`src/rtl/pspin_cfg_pkg.sv`:
```
// Shared packet-scheduler types: the task descriptor sent down to a cluster,
// the feedback descriptor returned upstream, and the cluster dispatch FSM
// state encoding.
package pspin_cfg_pkg;

    // Largest cluster the dispatcher is intended to serve.
    localparam int unsigned MAX_HPUS_PER_CLUSTER = 16;

    // Handler task handed from the global scheduler to a cluster.
    typedef struct packed {
        logic [15:0] msgid;
        logic [31:0] handler_addr;
        logic [31:0] pkt_addr;
        logic [15:0] pkt_size;
    } handler_task_t;

    // Completion record returned by an HPU and forwarded upstream.
    typedef struct packed {
        logic [15:0] msgid;
        logic [31:0] pkt_addr;
        logic [15:0] pkt_size;
    } feedback_descr_t;

    // Dispatch FSM: IDLE picks a free HPU, OFFER holds the task until taken.
    typedef enum logic {
        IDLE  = 1'b0,
        OFFER = 1'b1
    } dispatch_state_t;

endpackage

```
`src/rtl/cluster_task_queue.sv`:
```
// Synchronous FIFO holding handler tasks waiting for a free HPU.
// The element type and depth are parameters; depth must be a power of two.
// Push while full and pop while empty are ignored. The head entry is read
// combinationally and stays stable until it is popped.
module cluster_task_queue #(
    parameter type         T     = logic [7:0],
    parameter int unsigned DEPTH = 4
) (
    input  logic clk,
    input  logic rst,
    input  logic push,
    input  T     push_data,
    input  logic pop,
    output T     head,
    output logic full,
    output logic empty
);

    localparam int unsigned AW = $clog2(DEPTH);

    T               mem [DEPTH];
    logic [AW-1:0]  wr_ptr_q;
    logic [AW-1:0]  rd_ptr_q;
    logic [AW:0]    count_q;
    logic           do_push;
    logic           do_pop;

    assign full    = (count_q == (AW+1)'(DEPTH));
    assign empty   = (count_q == '0);
    assign do_push = push & ~full;
    assign do_pop  = pop & ~empty;
    assign head    = mem[rd_ptr_q];

    // Storage write; contents need no reset because count gates every read.
    always_ff @(posedge clk) begin
        if (do_push) begin
            mem[wr_ptr_q] <= push_data;
        end
    end

    // Pointers and occupancy; simultaneous push and pop leave the count unchanged.
    always_ff @(posedge clk) begin
        if (rst) begin
            wr_ptr_q <= '0;
            rd_ptr_q <= '0;
            count_q  <= '0;
        end else begin
            if (do_push) begin
                wr_ptr_q <= wr_ptr_q + 1'b1;
            end
            if (do_pop) begin
                rd_ptr_q <= rd_ptr_q + 1'b1;
            end
            case ({do_push, do_pop})
                2'b10:   count_q <= count_q + 1'b1;
                2'b01:   count_q <= count_q - 1'b1;
                default: count_q <= count_q;
            endcase
        end
    end

endmodule

```
`src/rtl/cluster_task_dispatcher.sv`:
```
// Cluster-side endpoint of the scheduler task/feedback interface.
// Tasks are queued, then offered one at a time to the lowest-index idle HPU.
// HPU completions are arbitrated round-robin into a single feedback register
// and returned upstream, one feedback per dispatched task.
//
// Handshake rule for every port pair: a transfer happens in a cycle where
// valid and ready are both high; a valid is held, with its payload stable,
// until that transfer happens.
//
// Optional build macro CLUSTER_DISPATCH_STATS_EN adds 32-bit wrapping
// counters of HPU dispatches (tasks_dispatched_o) and feedback transfers
// (feedbacks_sent_o).
module cluster_task_dispatcher
    import pspin_cfg_pkg::*;
#(
    parameter int unsigned NUM_HPUS        = 8,
    parameter int unsigned TASK_FIFO_DEPTH = 4
) (
    input  logic                                  clk_i,
    input  logic                                  rst_i,
    input  logic                                  task_valid_i,
    output logic                                  task_ready_o,
    input  handler_task_t                         task_descr_i,
    output logic            [NUM_HPUS-1:0]        hpu_task_valid_o,
    input  logic            [NUM_HPUS-1:0]        hpu_task_ready_i,
    output handler_task_t                         hpu_task_o,
    input  logic            [NUM_HPUS-1:0]        hpu_done_valid_i,
    output logic            [NUM_HPUS-1:0]        hpu_done_ready_o,
    input  feedback_descr_t [NUM_HPUS-1:0]        hpu_done_i,
    output logic                                  feedback_valid_o,
    input  logic                                  feedback_ready_i,
    output feedback_descr_t                       feedback_o,
    output logic            [NUM_HPUS-1:0]        busy_o
`ifdef CLUSTER_DISPATCH_STATS_EN
    ,
    output logic            [31:0]                tasks_dispatched_o,
    output logic            [31:0]                feedbacks_sent_o
`endif
);

    localparam int unsigned IDX_W = $clog2(NUM_HPUS);

    // ------------------------------------------------------------------
    // Task queue
    // ------------------------------------------------------------------
    logic          q_push;
    logic          q_pop;
    logic          q_full;
    logic          q_empty;
    handler_task_t q_head;

    // Ready depends only on registered occupancy, never on task_valid_i.
    // It is held low while reset is asserted.
    assign task_ready_o = ~q_full & ~rst_i;
    assign q_push       = task_valid_i & task_ready_o;

    cluster_task_queue #(
        .T     (handler_task_t),
        .DEPTH (TASK_FIFO_DEPTH)
    ) u_task_queue (
        .clk       (clk_i),
        .rst       (rst_i),
        .push      (q_push),
        .push_data (task_descr_i),
        .pop       (q_pop),
        .head      (q_head),
        .full      (q_full),
        .empty     (q_empty)
    );

    // ------------------------------------------------------------------
    // Busy bitmap and lowest idle HPU
    // ------------------------------------------------------------------
    logic [NUM_HPUS-1:0] busy_q;
    logic [NUM_HPUS-1:0] busy_set;
    logic [NUM_HPUS-1:0] busy_clr;
    logic                idle_any;
    logic [IDX_W-1:0]    idle_idx;

    assign busy_o = busy_q;

    // Find the lowest-index HPU whose busy bit is clear.
    always_comb begin
        idle_any = ~(&busy_q);
        idle_idx = '0;
        for (int i = NUM_HPUS - 1; i >= 0; i--) begin
            if (!busy_q[i]) begin
                idle_idx = IDX_W'(i);
            end
        end
    end

    // ------------------------------------------------------------------
    // Dispatch FSM
    // ------------------------------------------------------------------
    dispatch_state_t  state_q;
    dispatch_state_t  state_d;
    logic [IDX_W-1:0] sel_q;
    logic [IDX_W-1:0] sel_d;
    logic             dispatch_fire;

    // State and selected-HPU registers.
    always_ff @(posedge clk_i) begin
        if (rst_i) begin
            state_q <= IDLE;
            sel_q   <= '0;
        end else begin
            state_q <= state_d;
            sel_q   <= sel_d;
        end
    end

    // Next state and offer outputs; the offered task is the queue head,
    // which cannot change while OFFER holds because only OFFER pops.
    always_comb begin
        state_d          = state_q;
        sel_d            = sel_q;
        hpu_task_valid_o = '0;
        hpu_task_o       = '0;
        q_pop            = 1'b0;
        dispatch_fire    = 1'b0;
        unique case (state_q)
            IDLE: begin
                if (!q_empty && idle_any) begin
                    sel_d   = idle_idx;
                    state_d = OFFER;
                end
            end
            OFFER: begin
                hpu_task_valid_o = NUM_HPUS'(1) << sel_q;
                hpu_task_o       = q_head;
                if (hpu_task_ready_i[sel_q]) begin
                    q_pop         = 1'b1;
                    dispatch_fire = 1'b1;
                    state_d       = IDLE;
                end
            end
            default: state_d = IDLE;
        endcase
    end

    // ------------------------------------------------------------------
    // Completion arbitration and feedback register
    // ------------------------------------------------------------------
    logic [NUM_HPUS-1:0] eligible;
    logic                grant_any;
    logic [IDX_W-1:0]    grant_idx;
    logic [IDX_W:0]      rr_sum;
    logic [IDX_W-1:0]    rr_cand;
    logic [IDX_W-1:0]    rr_ptr_q;
    logic [IDX_W-1:0]    rr_next;
    logic                fb_load;
    logic                fb_valid_q;
    feedback_descr_t     fb_q;

    // Only HPUs we actually dispatched to may complete.
    assign eligible = hpu_done_valid_i & busy_q;

    // Round-robin search starting at the pointer, wrapping at NUM_HPUS.
    always_comb begin
        grant_any = 1'b0;
        grant_idx = '0;
        rr_sum    = '0;
        rr_cand   = '0;
        for (int i = 0; i < NUM_HPUS; i++) begin
            rr_sum = {1'b0, rr_ptr_q} + (IDX_W+1)'(i);
            if (rr_sum >= (IDX_W+1)'(NUM_HPUS)) begin
                rr_sum = rr_sum - (IDX_W+1)'(NUM_HPUS);
            end
            rr_cand = rr_sum[IDX_W-1:0];
            if (!grant_any && eligible[rr_cand]) begin
                grant_any = 1'b1;
                grant_idx = rr_cand;
            end
        end
    end

    // Next pointer sits just past the granted HPU.
    assign rr_next = (grant_idx == IDX_W'(NUM_HPUS - 1)) ? '0 : grant_idx + 1'b1;

    // A completion is taken only if the feedback register is free this cycle.
    assign fb_load          = grant_any & (~fb_valid_q | feedback_ready_i);
    assign hpu_done_ready_o = fb_load ? (NUM_HPUS'(1) << grant_idx) : '0;
    assign feedback_valid_o = fb_valid_q;
    assign feedback_o       = fb_q;

    assign busy_set = dispatch_fire ? (NUM_HPUS'(1) << sel_q) : '0;
    assign busy_clr = hpu_done_ready_o;

    // Busy bitmap: set on dispatch, clear on completion; the two always hit
    // different HPUs since a busy HPU is never selected.
    always_ff @(posedge clk_i) begin
        if (rst_i) begin
            busy_q <= '0;
        end else begin
            busy_q <= (busy_q | busy_set) & ~busy_clr;
        end
    end

    // Feedback register and arbitration pointer; load wins over drain.
    always_ff @(posedge clk_i) begin
        if (rst_i) begin
            fb_valid_q <= 1'b0;
            fb_q       <= '0;
            rr_ptr_q   <= '0;
        end else if (fb_load) begin
            fb_valid_q <= 1'b1;
            fb_q       <= hpu_done_i[grant_idx];
            rr_ptr_q   <= rr_next;
        end else if (feedback_ready_i) begin
            fb_valid_q <= 1'b0;
        end
    end

`ifdef CLUSTER_DISPATCH_STATS_EN
    // ------------------------------------------------------------------
    // Statistics counters
    // ------------------------------------------------------------------
    logic [31:0] tasks_dispatched_q;
    logic [31:0] feedbacks_sent_q;

    // Count dispatch and feedback transfers, wrapping at 2^32.
    always_ff @(posedge clk_i) begin
        if (rst_i) begin
            tasks_dispatched_q <= '0;
            feedbacks_sent_q   <= '0;
        end else begin
            if (dispatch_fire) begin
                tasks_dispatched_q <= tasks_dispatched_q + 32'd1;
            end
            if (fb_valid_q && feedback_ready_i) begin
                feedbacks_sent_q <= feedbacks_sent_q + 32'd1;
            end
        end
    end

    assign tasks_dispatched_o = tasks_dispatched_q;
    assign feedbacks_sent_o   = feedbacks_sent_q;
`endif

endmodule

```
`config.mk`:
```
export PLATFORM = sky130hd
export DESIGN_NAME = cluster_task_dispatcher
export DESIGN_NICKNAME = d
export VERILOG_FILES = /design/src/rtl/pspin_cfg_pkg.sv /design/src/rtl/cluster_task_queue.sv /design/src/rtl/cluster_task_dispatcher.sv
export SDC_FILE = /design/constraint.sdc
export NUM_CORES = 1
export LEC_CHECK = 0
export BUFFER_PORTS_ARGS = -buffer_cell sky130_fd_sc_hd__buf_2
export CORE_AREA = 2 2 312 314
export DETAILED_ROUTE_END_ITERATION = 8
export DIE_AREA = 0 0 314 316
export GPL_TIMING_DRIVEN = 0
export REMOVE_ABC_BUFFERS = 1
export SLEW_MARGIN = 10
export SYNTH_ARGS = -nofsm -noshare
export SYNTH_HDL_FRONTEND = slang
export SYNTH_SLANG_ARGS = --single-unit
```
`constraint.sdc`:
```
create_clock -name clk_i -period 3.6 [get_ports clk_i]
set_input_delay 0.36 -clock clk_i [delete_from_list [all_inputs] [get_ports clk_i]]
set_output_delay 0.36 -clock clk_i [all_outputs]
set_load 0.005 [all_outputs]
```
==> results.cfg, run 1 <==
[run_status]
outcome = complete, but fails checks
failed_checks = negative setup slack

[cts]
cts_tree = yes
clockBufferDepth = 3
clkLatencyLatePin_ps = 650
path_clk_slew_ps = 70
clock_sinks = 473
htreeDepth = 2
cts_buffers = 53
root_buffer = clkbuf_16

[sta]
slew_headroom_pct = 39.5
worstMarginPinSlew_ps = 903
holdWs_ps = 115
finClkSkew_ps = 26.6
drv_slew = 0
fin_crit_sh_pct = 114
fin_crit_ps = 4120
setup_violations = 72
hold_violations = 0
setup_ws_ps = -520
max_freq_ghz = 0.243
rsz0062_at_grt = true

[layout]
drive_gt1_share_pct = 54.2
stdcell_count = 4253
fin_util_pct = 39.9
fill_cells = 9019
nets = 3493
final_area_sq_mm = 0.0383
area_growth_pct = 57.3

[logic_synthesis]
yosysSeqAreaShare_pct = 54.7
synth_top_area_cell = edfxtp_1
synth_edf_count = 384
syn_area_sq_mm = 0.0243
ys_ff_latch = 473
synth_top_area_share_pct = 47.4
netlist_instances = 1848
synthArstFlopShare_pct = 0
postSynthAreaPerCell_sq_um = 13.2
ys_warn_count = 0
synthFlopType = edfxtp_1
synth.area.top_cells = edfxtp_1, mux4_2, a2111oi_0
yosysUniqueCellTypes = 64

[floorplanning]
start_util_pct = 25.3
dieWidth_microns = 314
ioPinCount = 814
rows = 114
fp.dieH_microns = 316
core_area_sq_mm = 0.0960
die-area_sq_mm = 0.0992

[global_routing]
grt_usage_pct = 24.5
antenna_found_initial = 112
grt_pass1_wl_microns = 171000
grt_pass1_vias = 22100
grt_overflow = 0
grt_max_degree = 89

[placed_design]
place_inst = 3770
port_buffers = 813
hpwl_microns = 80700
gp_congestion = 0.910
placed_area_sq_mm = 0.0301

[power]
p_leak_uw = 0.0147
powerDensity_mw_per_mm2 = 363
peakVddDrop_mv = 0.391
total_power_uw = 13900

[routing]
ant_nets = 0
drt-pass1-iter-count = 6
viasPerCell = 5.58
wl_per_cell_microns = 31.9
routed_wl_microns = 136000
drt_iter0_markers = 2927
remaining_drc_errors = 0
via_count = 23700

[worst_setup_path]
crit_type = flop to output pin
crit_fanout = 6
crit_required_ps = 3240
start_kind = flop
arrival_ps = 3760
worstReg2RegStart = rr_ptr_q[1]
cp-end-kind = output pin
startpoint = rr_ptr_q[1]

[hold_path]
min_path_type = input port to flop
min_from = rst_i

[job]
cap_violations = 0
-- timing repair --
item,4_1_cts,5_1_grt
hold buffers,97,0
gates resized for setup,316,326
gates cloned,43,29
setup endpoints to repair,84,72
hold endpoints to repair,385,0
buffers inserted,94,54
pin swaps,63,126
-- Yosys cell counts (all sizes together) (2+ instances only) --
master and number:
nand2b 7, edfxtp 384, xnor2 4, nor2 95, and2 110, nand2 29
nand3b 2, buf 80, nand3 12, inv 16, mux2i 10, o21ai 12
ha 12, or4 64, a31oi 6, a2111oi 256, a21boi 6, a22oi 2
nor3 15, nand4b 2, a211oi 65, nor3b 2, nor4 2, nand4 6
and3 268, clkbuf 133, mux4 113, dfxtp 89, mux2 2, xor2 3
or2 2, a21oi 20, nor2b 3, o211ai 3
-- state kept, by name (all words and copies together) (netlist names), named ones only --
name and flops:
u_task_queue.mem 384, feedback_o 64, rr_ptr_q 3, u_task_queue.rd_ptr_q 2, u_task_queue.wr_ptr_q 2, feedback_valid_o 1, u_task_queue.count_q 3, busy_o 8
state_q 1, sel_q 3
-- final cells by class --
class	count	area (sq um)	area share (%)
well taps	1276	1600	4.17
diodes	81	203	0.530
flip-flops and latches	473	13300	34.9
multi-input cells	1152	12100	31.6
inverters	16	144	0.376
clock buffers	62	1360	3.55
repair buffers	1142	8920	23.3
repair inverters	14	234	0.612
clock inverters	37	375	0.981
-- kinds of logic after synthesis --
kind of cell	after synthesis	share of synthesized area [%]
compound gates	380	13.8
xor+xnor	7	0.252
fa+ha+maj	13	0.700
buf+inv	229	4.36
flops	473	54.7
mux	125	11.0
simple gates	621	15.1
-- worst max-delay path, stage by stage, from the launching register on --
cell and delay, ps:
dfxtp_4 380, clkinvlp_4 120, ha_4 360, buf_6 110, mux4_2 590, a21oi_2 180, o211ai_1 180, o22a_2 230
or2_4 250, buf_6 140, buf_4 150, ha_4 150, and3_4 150, buf_6 110
-- per-stage QoR --
step	setup slack, ps	setup TNS [ps]
CTS	-457	-20100
detailed placement	-2650	-170270
global placement	-12510	-2557340
floorplan	-5790	-604120
finish	-520	-27510
global route	-591	-31890
-- worst paths after layout --
path	slack (ps)	endpoint	depth (start not counted)
min	110	feedback_o[30]	2
min reg2reg	510	u_task_queue.count_q[2]	2
max	-520	hpu_done_ready_o[5]	13
max reg2reg	-490	feedback_o[50]	18
-- power breakdown --
group | switching, uW | internal [uW]
Sequential | 75.4 | 6080
Combinational | 1180 | 1110
Clock | 2410 | 3030
Total | 3670 | 10200
-- routing by layer --
layer  share of wire, %  track usage, %  routed length (microns)
met3                9.8            7.39                    13300
met5               0.34            1.75                      464
met2                 47            39.8                    63300
met1                 33            26.2                    44800
met4                 10            20.8                    14000
-- cell usage in the layout, fill, tap and decap left out, drive strengths merged, types with 15 or more instances in the layout --
| master | count |
|---|---|
| dlygate4sd3 | 97 |
| nor2 | 95 |
| and3 | 268 |
| a2111oi | 256 |
| a211oi | 65 |
| buf | 1025 |
| diode | 81 |
| nor3 | 15 |
| clkbuf | 79 |
| mux4 | 113 |
| edfxtp | 384 |
| and2 | 110 |
| a21oi | 20 |
| dfxtp | 89 |
| inv | 24 |
| or4 | 64 |
| nand2 | 29 |
| clkinv | 31 |
Power figures use the tool's default switching activity.
==> inputs of run 2 (changes only) <==
CORE_AREA = 2 2 314 316   (was 2 2 312 314)
DIE_AREA = 0 0 316 318   (was 0 0 314 316)
SYNTH_HIERARCHICAL = 1   (was default)
==> run 2 against run 1 <==
The flow still finishes with violations (negative setup slack). Critical path type unchanged. Largest cell class unchanged. Area after synthesis fell by 4.6%. Synthesized cell count fell by 12%. Utilization fell by 4.1 points. Via count fell by 19%. Combinational power fell by 13%. Die area rose by 1.3%. Cell count fell by 5.4%. Global-route usage fell by 4.4 points. Largest power group unchanged. Fmax rose by 7.3%. First-iteration DRC count fell by 55%. Worst setup slack improved by 280 ps.
==> results.cfg, run 2 <==
[cts]
htreeDepth = 2
root_buffer = clkbuf_16
path_clk_slew_ps = 60
cts_buffers = 54
clock_sinks = 473
clockBufferDepth = 3
clkLatencyLatePin_ps = 640
cts_tree = yes

[logic_synthesis]
synthFlopType = edfxtp_1
synth_top_area_share_pct = 49.7
synth_most_common_cell = edfxtp_1
synth_simple_gate_area_share_pct = 8.17
syn_area_sq_mm = 0.0232
yosysUniqueCellTypes = 68
ys_ff_latch = 473
yosysSeqAreaShare_pct = 57.4
ys_warn_count = 6
netlist_instances = 1635
synth_xor_area_share_pct = 0.329
synth_top_area_cell = edfxtp_1
synth-compound-area-share_pct = 7.58
synth_edf_count = 384
synth.area.top_cells = edfxtp_1, mux2i_1, mux4_2
synthArstFlopShare_pct = 0
synth_top_family_by_area = multiplexers
synth_common_cells = edfxtp_1, mux2i_1, a22oi_1, and2_1, mux4_2
synth_fa_ha_area_share_pct = 0.734
synth.area.mux_share_pct = 22.3
postSynthAreaPerCell_sq_um = 14.2

[run_status]
failed_checks = negative setup slack
outcome = complete, but fails checks

[power]
p_int_uw = 10400
total_power_uw = 13800
p_sw_share_pct = 24.7
p_leak_uw = 0.0129
power_frac_clock_pct = 41.1
switchingPower_uw = 3410
powerDensity_mw_per_mm2 = 397
comb_power_share_pct = 14.5
seq_power_share_pct = 44.4
peakVddDrop_mv = 0.325

[sta]
slew_headroom_pct = 53.7
final.setup.tns_ps = -2690
drv_slew = 0
finClkSkew_ps = 35.0
rsz0062_at_grt = true
max_freq_ghz = 0.261
hold_violations = 0
setup_ws_ps = -238
fin_crit_sh_pct = 107
setup_violations = 31
fin_crit_ps = 3840
worstMarginPinSlew_ps = 694

[layout]
nets = 3304
fin_util_pct = 35.7
regMostFlops = u_task_queue/mem
layout_common_cells = buf_2, edfxtp_1, mux2i_1
largest_reg_flops = 384
drive_gt1_share_pct = 51.1
final_common_cell = buf_2
area_growth_pct = 50.2

[floorplanning]
start_util_pct = 23.8
dieWidth_microns = 316
die-area_sq_mm = 0.100
rows = 115
fp.dieH_microns = 318
core_area_sq_mm = 0.0974
ioPinCount = 814

[routing]
remaining_drc_errors = 0
drt-pass1-iter-count = 5
routed_wl_microns = 107000
drt_iter0_markers = 1317
wl_per_cell_microns = 26.6
ant_nets = 0
via_count = 19200
viasPerCell = 4.78

[global_routing]
grt_overflow = 0
grt_usage_pct = 20.1
grt_pass1_wl_microns = 142000
grt_pass1_vias = 18800
grt_max_degree = 60
antenna_found_initial = 71

[worst_setup_path]
critPathBufInv = 4
cp-end-kind = output pin
path_cells = clkinvlp_4 > ha_4 > xor2_4 > mux4_2 > mux2_4 > nand4_4 > a311o_1 > o21ai_4 > buf_12 > buf_16 > ha_4 > ha_4 > and2_4 > buf_6
start_kind = flop
arrival_ps = 3480
worst_path_most_repeated_cell = ha_4
crit_fanout = 4
crit_required_ps = 3240
crit_type = flop to output pin
slowest_stage = dfxtp_4
slowest_delay_ps = 400
cpLargestDelayFamily = multiplexers

[hold_path]
min_path_type = input port to flop

[placed_design]
gp_congestion = 1.00
port_buffers = 813
hpwl_microns = 78700

[job]
cap_violations = 0
==> run 2: changes by cell type in the layout (fill, tap and decap cells not counted), moves of 31 or more <==
| cell | before | now |
|---|---|---|
| and3_1 | 227 | 1 |
| mux2i_1 | 6 | 221 |
| a2111oi_0 | 87 | 0 |
| a22oi_1 | 1 | 75 |
| a2111oi_2 | 66 | 1 |
| a211oi_2 | 63 | 1 |
| nor3_1 | 13 | 71 |
| a21oi_1 | 16 | 70 |
| a2111oi_1 | 53 | 0 |
| a22oi_2 | 1 | 54 |
| diode_2 | 81 | 29 |
| a2111oi_4 | 50 | 0 |
| or4_4 | 33 | 0 |
| or4_1 | 31 | 0 |
==> run 2: layout make-up <==
class                   count  area [sq um]
clock buffers              68          1430
repair buffers           1093          7690
fillers                  9460         62600
multi-input cells        1025         10200
well taps                1287          1610
diodes                     29          72.6
inverters                  16          83.8
clock inverters            34           408
flip-flops and latches    473         13400
==> run 2: worst reg2reg max path, cell delays in order (launching register included) <==
cell and delay [ps]:
dfxtp_4 400, clkinvlp_4 130, ha_4 190, xor2_4 190
mux4_2 380, mux2i_2 280, o21ai_4 90, a21oi_4 270
buf_4 170, a21o_1 200, a21oi_4 90, clkbuf_16 180
buf_16 180, buf_16 200, a22oi_2 480, a21oi_1 140
nor3_1 140
==> run 2: final timing paths <==
path                                  startpoint  depth (start not counted)                   to  slack (ps)
worst min register to register    feedback_o[35]                          2       feedback_o[35]         490
worst min-delay path            feedback_ready_i                          3     feedback_valid_o         150
worst max register to register       rr_ptr_q[1]                         16       feedback_o[51]        -180
worst max-delay path                 rr_ptr_q[1]                         14  hpu_done_ready_o[7]        -240
==> run 2: per-stage QoR <==
stage | setup WS (ps) | area [sq um] | instances | hold slack (ps)
2_1_floorplan | -17290 | 22400 | 1514 | 429
3_3_place_gp | -30100 | 28100 | 3614 | 475
3_5_place_dp | -3020 | 29200 | 3658 | 476
4_1_cts | -278 | 33500 | 3927 | 98.0
5_1_grt | -337 | 34800 | 4010 | 167
6_report | -238 | 34800 | 4025 | 149
==> run 2: power by group through the flow <==
| stage | combinational [uW] | sequential, uW | clock [uW] |
|---|---|---|---|
| after floorplan | 913 | 6260 | 0 |
| after global placement | 1830 | 6310 | 0 |
| after detailed placement | 1590 | 6260 | 0 |
| after CTS | 1890 | 6140 | 5830 |
| after global routing | 2130 | 6140 | 6040 |
| final | 2000 | 6130 | 5670 |
==> run 2: routing by layer <==
metal	up-vias	GRT usage (%)	part of all wire, %
li1	8528	-	-
met1	9402	23.1	37
met2	1010	34.4	49
met3	265	5.69	8.3
met4	18	9.37	5.7
met5	-	0	0.11
==> run 2: kinds of logic (layout without fill, tap and decap cells) <==
kind of cell / count (synthesis) / in the layout
multiplexers: 378 / 378
flip-flops: 473 / 473
XOR/XNOR: 7 / 7
buffers and inverters: 137 / 1211
AND/OR/NAND/NOR: 362 / 362
AO/OA/AOI/OAI: 265 / 265
other: 0 / 29
adder cells (fa/ha/maj): 13 / 13
==> run 2: repair_timing <==
action	4_1_cts	5_1_grt
endpoints found under the setup margin	84	88
pin swaps	87	52
resized for setup	176	129
hold endpoints to repair	384	0
buffers inserted	63	65
gates cloned	10	9
hold buffers	96	0
